$ cat src/rtl/fetch_pkg.sv
// Shared types and helpers for the fetch PC generator and its branch target buffer.
// The entry layout is sized from the package constants, which match the top-level defaults.
package fetch_pkg;

    localparam int WORD_SIZE   = 32;
    localparam int BTB_ENTRIES = 16;
    localparam int IDX_BITS    = $clog2(BTB_ENTRIES);
    localparam int TAG_BITS    = WORD_SIZE - IDX_BITS - 2;

    localparam logic [1:0] CTR_WNT = 2'b01;
    localparam logic [1:0] CTR_WT  = 2'b10;

    typedef struct packed {
        logic                  valid;
        logic [TAG_BITS-1:0]   tag;
        logic [WORD_SIZE-1:0]  target;
        logic [1:0]            ctr;
    } btb_entry_t;

    // Two-bit saturating direction counter.
    function automatic logic [1:0] sat_ctr_next(input logic [1:0] ctr, input logic taken);
        logic [1:0] result;
        result = ctr;
        if (taken) begin
            if (ctr != 2'b11) result = 2'(ctr + 2'd1);
        end else begin
            if (ctr != 2'b00) result = 2'(ctr - 2'd1);
        end
        return result;
    endfunction

endpackage

$ cat src/rtl/btb_array.sv
// Direct-mapped BTB storage: one combinational read port and one registered training port.
// Reads always return the contents before this cycle's update (read-before-write).
module btb_array
    import fetch_pkg::*;
#(
    parameter int  WordSize   = WORD_SIZE,
    parameter int  BtbEntries = BTB_ENTRIES,
    localparam int IdxBits    = $clog2(BtbEntries),
    localparam int TagBits    = WordSize - IdxBits - 2
) (
    input  logic                clk,
    input  logic                rstn,
    input  logic [IdxBits-1:0]  rd_idx,
    output btb_entry_t          rd_entry,
    input  logic                upd_valid,
    input  logic [WordSize-1:0] upd_pc,
    input  logic [WordSize-1:0] upd_target,
    input  logic                upd_taken
);

    btb_entry_t         entry_q [BtbEntries];
    logic [IdxBits-1:0] upd_idx;
    logic [TagBits-1:0] upd_tag;
    logic               unused_upd_lsb;

    assign upd_idx        = upd_pc[IdxBits+1:2];
    assign upd_tag        = upd_pc[WordSize-1:IdxBits+2];
    assign unused_upd_lsb = ^upd_pc[1:0];
    assign rd_entry       = entry_q[rd_idx];

    generate
        for (genvar gi = 0; gi < BtbEntries; gi++) begin : g_entry
            btb_entry_t entry_reg;
            btb_entry_t entry_next;
            logic       upd_hit;

            assign entry_q[gi] = entry_reg;
            assign upd_hit     = entry_reg.valid && (entry_reg.tag == upd_tag);

            always_comb begin
                entry_next = entry_reg;
                if (upd_valid && (upd_idx == IdxBits'(gi))) begin
                    if (upd_hit) begin
                        entry_next.ctr = sat_ctr_next(entry_reg.ctr, upd_taken);
                        if (upd_taken) entry_next.target = upd_target;
                    end else if (upd_taken) begin
                        // Not-taken misses are not worth a slot; only taken branches allocate.
                        entry_next.valid  = 1'b1;
                        entry_next.tag    = upd_tag;
                        entry_next.target = upd_target;
                        entry_next.ctr    = CTR_WT;
                    end
                end
            end

            always_ff @(posedge clk or negedge rstn) begin
                if (!rstn) begin
                    entry_reg.valid  <= 1'b0;
                    entry_reg.tag    <= '0;
                    entry_reg.target <= '0;
                    entry_reg.ctr    <= CTR_WNT;
                end else begin
                    entry_reg <= entry_next;
                end
            end
        end
    endgenerate

endmodule

$ cat src/rtl/fetch_pc_gen.sv
// Fetch-stage PC register with BTB-based next-PC prediction.
// Redirects from the branch controller take priority over stalls.
module fetch_pc_gen
    import fetch_pkg::*;
#(
    parameter int                   WordSize    = WORD_SIZE,
    parameter int                   BtbEntries  = BTB_ENTRIES,
    parameter logic [WordSize-1:0]  ResetVector = '0,
    localparam int                  IdxBits     = $clog2(BtbEntries),
    localparam int                  TagBits     = WordSize - IdxBits - 2
) (
    input  logic                clk,
    input  logic                rstn,
    input  logic                stall,
    input  logic                flush_n,
    input  logic [WordSize-1:0] redirect_pc,
    input  logic                upd_valid,
    input  logic [WordSize-1:0] upd_pc,
    input  logic [WordSize-1:0] upd_target,
    input  logic                upd_taken,
    output logic [WordSize-1:0] pc,
    output logic                pred_taken,
    output logic [WordSize-1:0] pred_adder,
    output logic [WordSize-1:0] pred_pc,
    output logic                fetch_valid
);

    logic [WordSize-1:0] pc_reg;
    logic [WordSize-1:0] pc_next;
    logic [WordSize-1:0] pc_plus4;
    logic                started_reg;
    logic [IdxBits-1:0]  lookup_idx;
    logic [TagBits-1:0]  lookup_tag;
    logic                btb_hit;
    btb_entry_t          rd_entry;

    assign lookup_idx = pc_reg[IdxBits+1:2];
    assign lookup_tag = pc_reg[WordSize-1:IdxBits+2];
    assign pc_plus4   = pc_reg + WordSize'(4);

    btb_array #(
        .WordSize   (WordSize),
        .BtbEntries (BtbEntries)
    ) u_btb (
        .clk        (clk),
        .rstn       (rstn),
        .rd_idx     (lookup_idx),
        .rd_entry   (rd_entry),
        .upd_valid  (upd_valid),
        .upd_pc     (upd_pc),
        .upd_target (upd_target),
        .upd_taken  (upd_taken)
    );

    assign btb_hit    = rd_entry.valid && (rd_entry.tag == lookup_tag);
    assign pred_taken = btb_hit && rd_entry.ctr[1];

    // pred_pc carries the path not chosen so the controller can recover on a mispredict.
    always_comb begin
        pred_adder = pc_plus4;
        pred_pc    = pc_plus4;
        if (pred_taken) begin
            pred_adder = rd_entry.target;
        end else if (btb_hit) begin
            pred_pc = rd_entry.target;
        end
    end

    always_comb begin
        pc_next = pred_adder;
        if (!flush_n) begin
            pc_next = redirect_pc & ~WordSize'(3);
        end else if (stall) begin
            pc_next = pc_reg;
        end
    end

    always_ff @(posedge clk or negedge rstn) begin
        if (!rstn) begin
            pc_reg      <= ResetVector;
            started_reg <= 1'b0;
        end else begin
            pc_reg      <= pc_next;
            started_reg <= 1'b1;
        end
    end

    assign pc          = pc_reg;
    assign fetch_valid = started_reg & flush_n;

endmodule

$ cat config.mk
export PLATFORM = sky130hd
export DESIGN_NAME = fetch_pc_gen
export DESIGN_NICKNAME = d
export VERILOG_FILES = /design/src/rtl/fetch_pkg.sv /design/src/rtl/btb_array.sv /design/src/rtl/fetch_pc_gen.sv
export SDC_FILE = /design/constraint.sdc
export NUM_CORES = 2
export LEC_CHECK = 0
export BUFFER_PORTS_ARGS = -buffer_cell sky130_fd_sc_hd__buf_2
export CAP_MARGIN = 20
export CORE_MARGIN = 2
export CORE_UTILIZATION = 56
export CTS_BUF_LIST = sky130_fd_sc_hd__clkbuf_2 sky130_fd_sc_hd__clkbuf_4 sky130_fd_sc_hd__clkbuf_8
export DETAILED_ROUTE_END_ITERATION = 7
export GPL_ROUTABILITY_DRIVEN = 0
export HOLD_SLACK_MARGIN = 0.02
export PLACE_DENSITY = 0.75
export SLEW_MARGIN = 10
export SYNTH_ARGS = -nofsm -noshare
export SYNTH_HDL_FRONTEND = slang
export SYNTH_SLANG_ARGS = --single-unit
$ cat constraint.sdc
create_clock -name clk -period 4.7 [get_ports clk]
set_clock_uncertainty 0.2 [all_clocks]
set_input_delay 0.235 -clock clk [delete_from_list [all_inputs] [get_ports clk]]
set_output_delay 0.235 -clock clk [all_outputs]
set_load 0.02 [all_outputs]
* After elaboration in Yosys (flattened, before gate mapping)
Cells that the tools add are included.
Cells by class: order comparisons 1, eq/ne operators 65, add/subtract/negate cells 33, mux-type cells 89, bitwise operators 18, reduce and logical (&&, ||, !) cells 131
Operator list (number):
- $mux W34 | 32
- $eq A26 B26 Y1 | 17
- $bmux W61 S4 | 1
- $mux W32 | 6
- $mux W61 | 2
- $mux W2 | 48
- $reduce_bool A2 Y1 | 48
- $reduce_and A4 Y1 | 16
- $ne A3 B3 Y1 const B | 16
- $reduce_and A3 Y1 | 16
- $logic_and A1 B1 Y1 | 34
- $ne A2 B2 Y1 const B | 17
- $add A2 B1 Y2 const B | 16
- $add A32 B3 Y32 const B | 1
- $eq A4 B4 Y1 const B | 8
- $reduce_and A2 Y1 | 16
- $sub A2 B1 Y2 const B | 16
- $eq A4 B3 Y1 const B | 4
- $not A1 Y1 | 16
- $eq A4 B2 Y1 const B | 2
- $ge A5 B5 Y1 const B | 1
- $not A4 Y5 | 1
- $eq A4 B1 Y1 const B | 1
- $logic_not A4 Y1 | 1
- $and A1 B1 Y1 | 1
Storage, ports and cells: register bits after elaboration 1009, word-level logic and storage cells 403, bits of input ports 102

* Longest topological paths before layout
depth after elaboration 10, gate-level depth with buffers 17, depth with buffers taken out 11

* By module
Synthesis repeated with hierarchy kept, for this count alone.
Second synthesis, totals: cells, all modules 4124, area total of the unflattened synthesis 53969.3 µm²
Modules (own cells, without submodules):
- btb_array | cells an instance 3728, instances 1, area each 50567.2 µm²
- fetch_pc_gen | cells an instance 396, instances 1, area each 3402.0 µm²

* Least setup slack after synthesis
Ideal clock, no wire load.
path kind reg2out, from register pc_reg[2], in the netlist pc[2], to output pred_pc[2], path slack 521 ps, cell stages (with the launch flop) 16, data arrival time 3744 ps, path through dfrtp_1 > buf_4 > buf_6 > buf_4 > buf_4 > buf_2 > mux4_2 > a22oi_1 > nand3_1 > xnor2_1 > o211ai_1 > nor4_1 > nand4_1 > nor3_2 > buf_4 > mux2i_1
On the way: longest elaborated chain between the ends 8
RTL lines:
- start, declared | RTL line fetch_pc_gen.sv:28 | logic [WordSize-1:0] pc_reg;
- start signal, assigned | RTL line fetch_pc_gen.sv:80 | pc_reg <= ResetVector;
- start signal, assigned | RTL line fetch_pc_gen.sv:83 | pc_reg <= pc_next;
- $not A4 Y5 (not written as such) | RTL line btb_array.sv:29 | assign rd_entry = entry_q[rd_idx];
- $bmux W61 S4 | RTL line btb_array.sv:29
- $mux W61 (not written as such) (2 in series) | RTL line btb_array.sv:29
- $eq A26 B26 Y1 | RTL line fetch_pc_gen.sv:55 | assign btb_hit = rd_entry.valid && (rd_entry.tag == lookup_tag);
- $logic_and A1 B1 Y1 | RTL line fetch_pc_gen.sv:55
- $mux W32 or $logic_and A1 B1 Y1 (tied branches) | RTL line fetch_pc_gen.sv:64, fetch_pc_gen.sv:56
- $mux W32 (*) | RTL line fetch_pc_gen.sv:62 | if (pred_taken) begin
- end, declared | RTL line fetch_pc_gen.sv:24 | output logic [WordSize-1:0] pred_pc,
Mark *: on every way between the ends. The rest lies on a longest branch, timed or not. The select of a mux whose other input is x is not followed.

* Worst setup path in the final report
from register pc_reg[3], in the netlist pc[3], to output pred_adder[20]
On the way: longest elaborated chain between the ends 8
RTL lines:
- $not A4 Y5 (not written as such) | RTL line btb_array.sv:29
- $bmux W61 S4 | RTL line btb_array.sv:29
- $mux W61 (not written as such) (2 in series) | RTL line btb_array.sv:29
- $eq A26 B26 Y1 | RTL line fetch_pc_gen.sv:55
- $logic_and A1 B1 Y1 | RTL line fetch_pc_gen.sv:55
- $logic_and A1 B1 Y1 | RTL line fetch_pc_gen.sv:56 | assign pred_taken = btb_hit && rd_entry.ctr[1];
- $mux W32 (*) | RTL line fetch_pc_gen.sv:62
- end, declared | RTL line fetch_pc_gen.sv:23 | output logic [WordSize-1:0] pred_adder,
Marks and branches as above.

==> metrics.md <==
| Metric | Value |
|---|---|
| Die W | slightly above 300 um |
| Crit path DAT | about 5000 ps |
| Core area | 93470 um2 |
| Critical Path Most Common Cell | buf_6 |
| Bufs and invs on worst path | 8 |
| Die Ht | between 300 and 400 um |
| Routed length per instance | between 30 and 40 um |
| Initial Util | 56.54% |
| Antenna violations before repair | 6 |
| Sequential fraction of the synthesis area | 47.82% |
| Vias in the first global route | around 38000 |
| CP max-delay cell | dfrtp_4 |
| Non-filler cells, final | 5727 |
| Synth top area share | 47.02% |
| Final core occ | between 60% and 70% |
| Final hold violations | 0 |
| Stages on the worst setup path | 16 |
| Syn Nets | around 4000 |
| Syn avg cell area | approximately 13 um2 |
| Initial DRT Pass Iterations | 8 |
| Post-synth ARST share | 100.0% |
| Final Critical Period | between 5000 and 6000 ps |
| Setup ws final | -757.8 ps |
| R2R cell count | 19 |
| Gr ovfl total | 0 |
| Max-slew violation count | 0 |
| Yosys warns | 0 |
| Area of the multi-input gates | 26850 um2 |
| Clk sinks | slightly above 1000 |
| Worst hold margin | ~120 ps |
| Main flop type after synthesis | dfrtp_1 |
| Post-DR vias/cell | between 6 and 7 |
| Setup TNS | -42790 ps |
| Share of cells above drive strength 1 | a little under half |
| Hold Path Depth | 3 |
| Fin crit share | 116.1% |
| DRC | 12 |
| Critical path's top delay family | multiplexers |
| R2R setup slack | -90 ps |
| Final setup vio count | 71 |
| Top cells by count, synth | dfrtp_1, mux2_2, xnor2_1 |
| Initial DRC count | around 5000 |
| P per Cell Area | approximately 430 nW/um2 |
| Largest net degree at the start of global routing | ~120 |
| Top-count cell post-synth | dfrtp_1 |
| Worst IR Drop VDD | about 390 uV |
| H-tree levels | 4 |
| CP max FO | 5 |
| Syn Inst Count | approximately 3900 |
| Yosys reg bits | roughly 1000 |
| DP Cell Count | roughly 5200 |
| Reg clk slew, reported paths | around 70 ps |
| CP Cell Sequence | buf_6, buf_6, buf_6, mux4_2, nand2b_4, mux4_2, nor4_4, a41oi_2, buf_4, a21o_1, nor4b_4, buf_12, buf_12, buf_8, mux2_4, buf_6 |
| Crit path capture type | output port |
| Startpoint types | flop |
| CTS tree | yes |
| Synthesis-to-finish area growth | 18.92% |
| Core Rows | around 110 |
| Number of flops mapped to enable cells by yosys | 0 |
| Global-route wire length before repair | roughly 250000 um |
| ANT nets after route | 0 |
| Mapped Area | 52850 um2 |
| DR vias | 38100 |
| Ranking of synthesized cells by area | dfrtp_1, mux2_2, mux4_2 |
| Seq. cell area | approximately 25000 um2 |
| Largest register FFs | 976 |
| Unrepaired setup endpoints after global routing | true |
| Fin nets | around 4400 |
| Final HPWL DP | between 100000 and 150000 um |
| Root Buffer | clkbuf_8 |
| Max Cap Viol | 0 |
| Req. time, crit path | roughly 4300 ps |
| Synth cell types | a little under 80 |
| Slew @ Worst Pin | a little under 1000 ps |
| Total die area | roughly 97000 um2 |
| Relative slew slack | between 30% and 40% |
| Crit Path Class | flop to output port |
| Biggest area consumer among synthesized cells | dfrtp_1 |
| Total chip power | roughly 27 mW |
| Drt total wl | approximately 180000 um |
| Num ports | 200 |
| Fillers | about 6400 |
| Max clock buf depth | 3 |
| Lkg Pwr | approximately 27 nW |
| Hold Crit Class | input pin to flop |
| FMAX | around 180 MHz |
| Buffers added on ports | between 150 and 200 |
| Clock Latency Late Sink | around 900 ps |
| CTS Buf Count | between 150 and 200 |
| Status | finished with violations |
| Failing checks | design-rule violations, negative setup slack |
| GR Util All Layers | 35.39% |
| Slowest Stage Delay on Critical Path | between 500 and 600 ps |
[cells by family after synthesis]
family / share of synthesized area [%]
fa+ha+maj: 0.02367
buf+inv: 2.981
flops: 47.82
other cells: 0.007096
simple gates: 5.190
mux: 33.08
compound gates: 3.225
xor+xnor: 7.674
[layout by cell type (no fill, tap or decap), types with 59 or more instances in the layout]
| cell | Yosys | layout |
|---|---|---|
| mux4_2 | 232 | 232 |
| buf_4 | 18 | 187 |
| mux2_2 | 991 | 956 |
| buf_6 | 9 | 86 |
| mux2_4 | 0 | 59 |
| dfrtp_1 | 993 | 989 |
| dlygate4sd3_1 | 0 | 136 |
| nand2_1 | 78 | 73 |
| mux2i_1 | 76 | 60 |
| buf_2 | 23 | 129 |
| clkbuf_8 | 0 | 217 |
| clkbuf_4 | 0 | 60 |
| nor2_1 | 85 | 60 |
| xnor2_1 | 449 | 447 |
| o21ai_0 | 65 | 64 |
| nand4_1 | 107 | 107 |
[worst min-delay path: stages]
cell and delay, ps:
dlygate4sd3_1 520, buf_2 250, mux2_2 190
[per-stage QoR]
stage	setup WS, ps	area, um2
detailed placement	33.69	55860
finish	-757.8	62840
global route	-769.8	62830
global placement	52.01	55860
floorplan	520.8	52850
CTS	-563.3	62550
[layer usage]
layer	up-vias	global-route usage [%]	wire length, um
li1	15250	-	-
met1	19790	48.72	68610
met2	2436	53.12	77980
met3	619	9.264	19090
met4	4	15.84	9559
met5	-	0	32
[timing repair]
item / in CTS / in global routing
cloned: 7 / 1
pin swaps: 25 / 19
hold buffers: 140 / 0
hold endpoints to repair: 1806 / 0
gates resized for setup: 234 / 106
setup buffers: 56 / 18
setup endpoints to repair: 65 / 72
[final timing paths]
path | start | end
min in group asynchronous | rstn | u_btb.entry_q[0]
max in group asynchronous | rstn | pc[2]
hold reg to reg | u_btb.entry_q[183] | u_btb.entry_q[183]
setup / recovery | pc[3] | pred_adder[20]
setup reg to reg | pc[3] | pc[20]
hold / removal | upd_target[23] | u_btb.entry_q[391]
[cell type report]
cell class	instances	area share [%]
multi-input combinational	2546	42.73
sequential	1009	40.23
timing repair buffer	583	8.426
clock buffer	277	5.469
tap	1254	2.497
clock inverter	24	0.4500
inverter	28	0.1672
antenna	6	0.02389
[power by group]
group | internal (mW) | total (mW) | switching, mW
clock network | 4.80 | 8.57 | 3.77
logic | 3.70 | 7.03 | 3.33
registers | 10.3 | 11.7 | 1.39
total | 18.8 | 27.3 | 8.49
(Power assumes the default switching activity.)
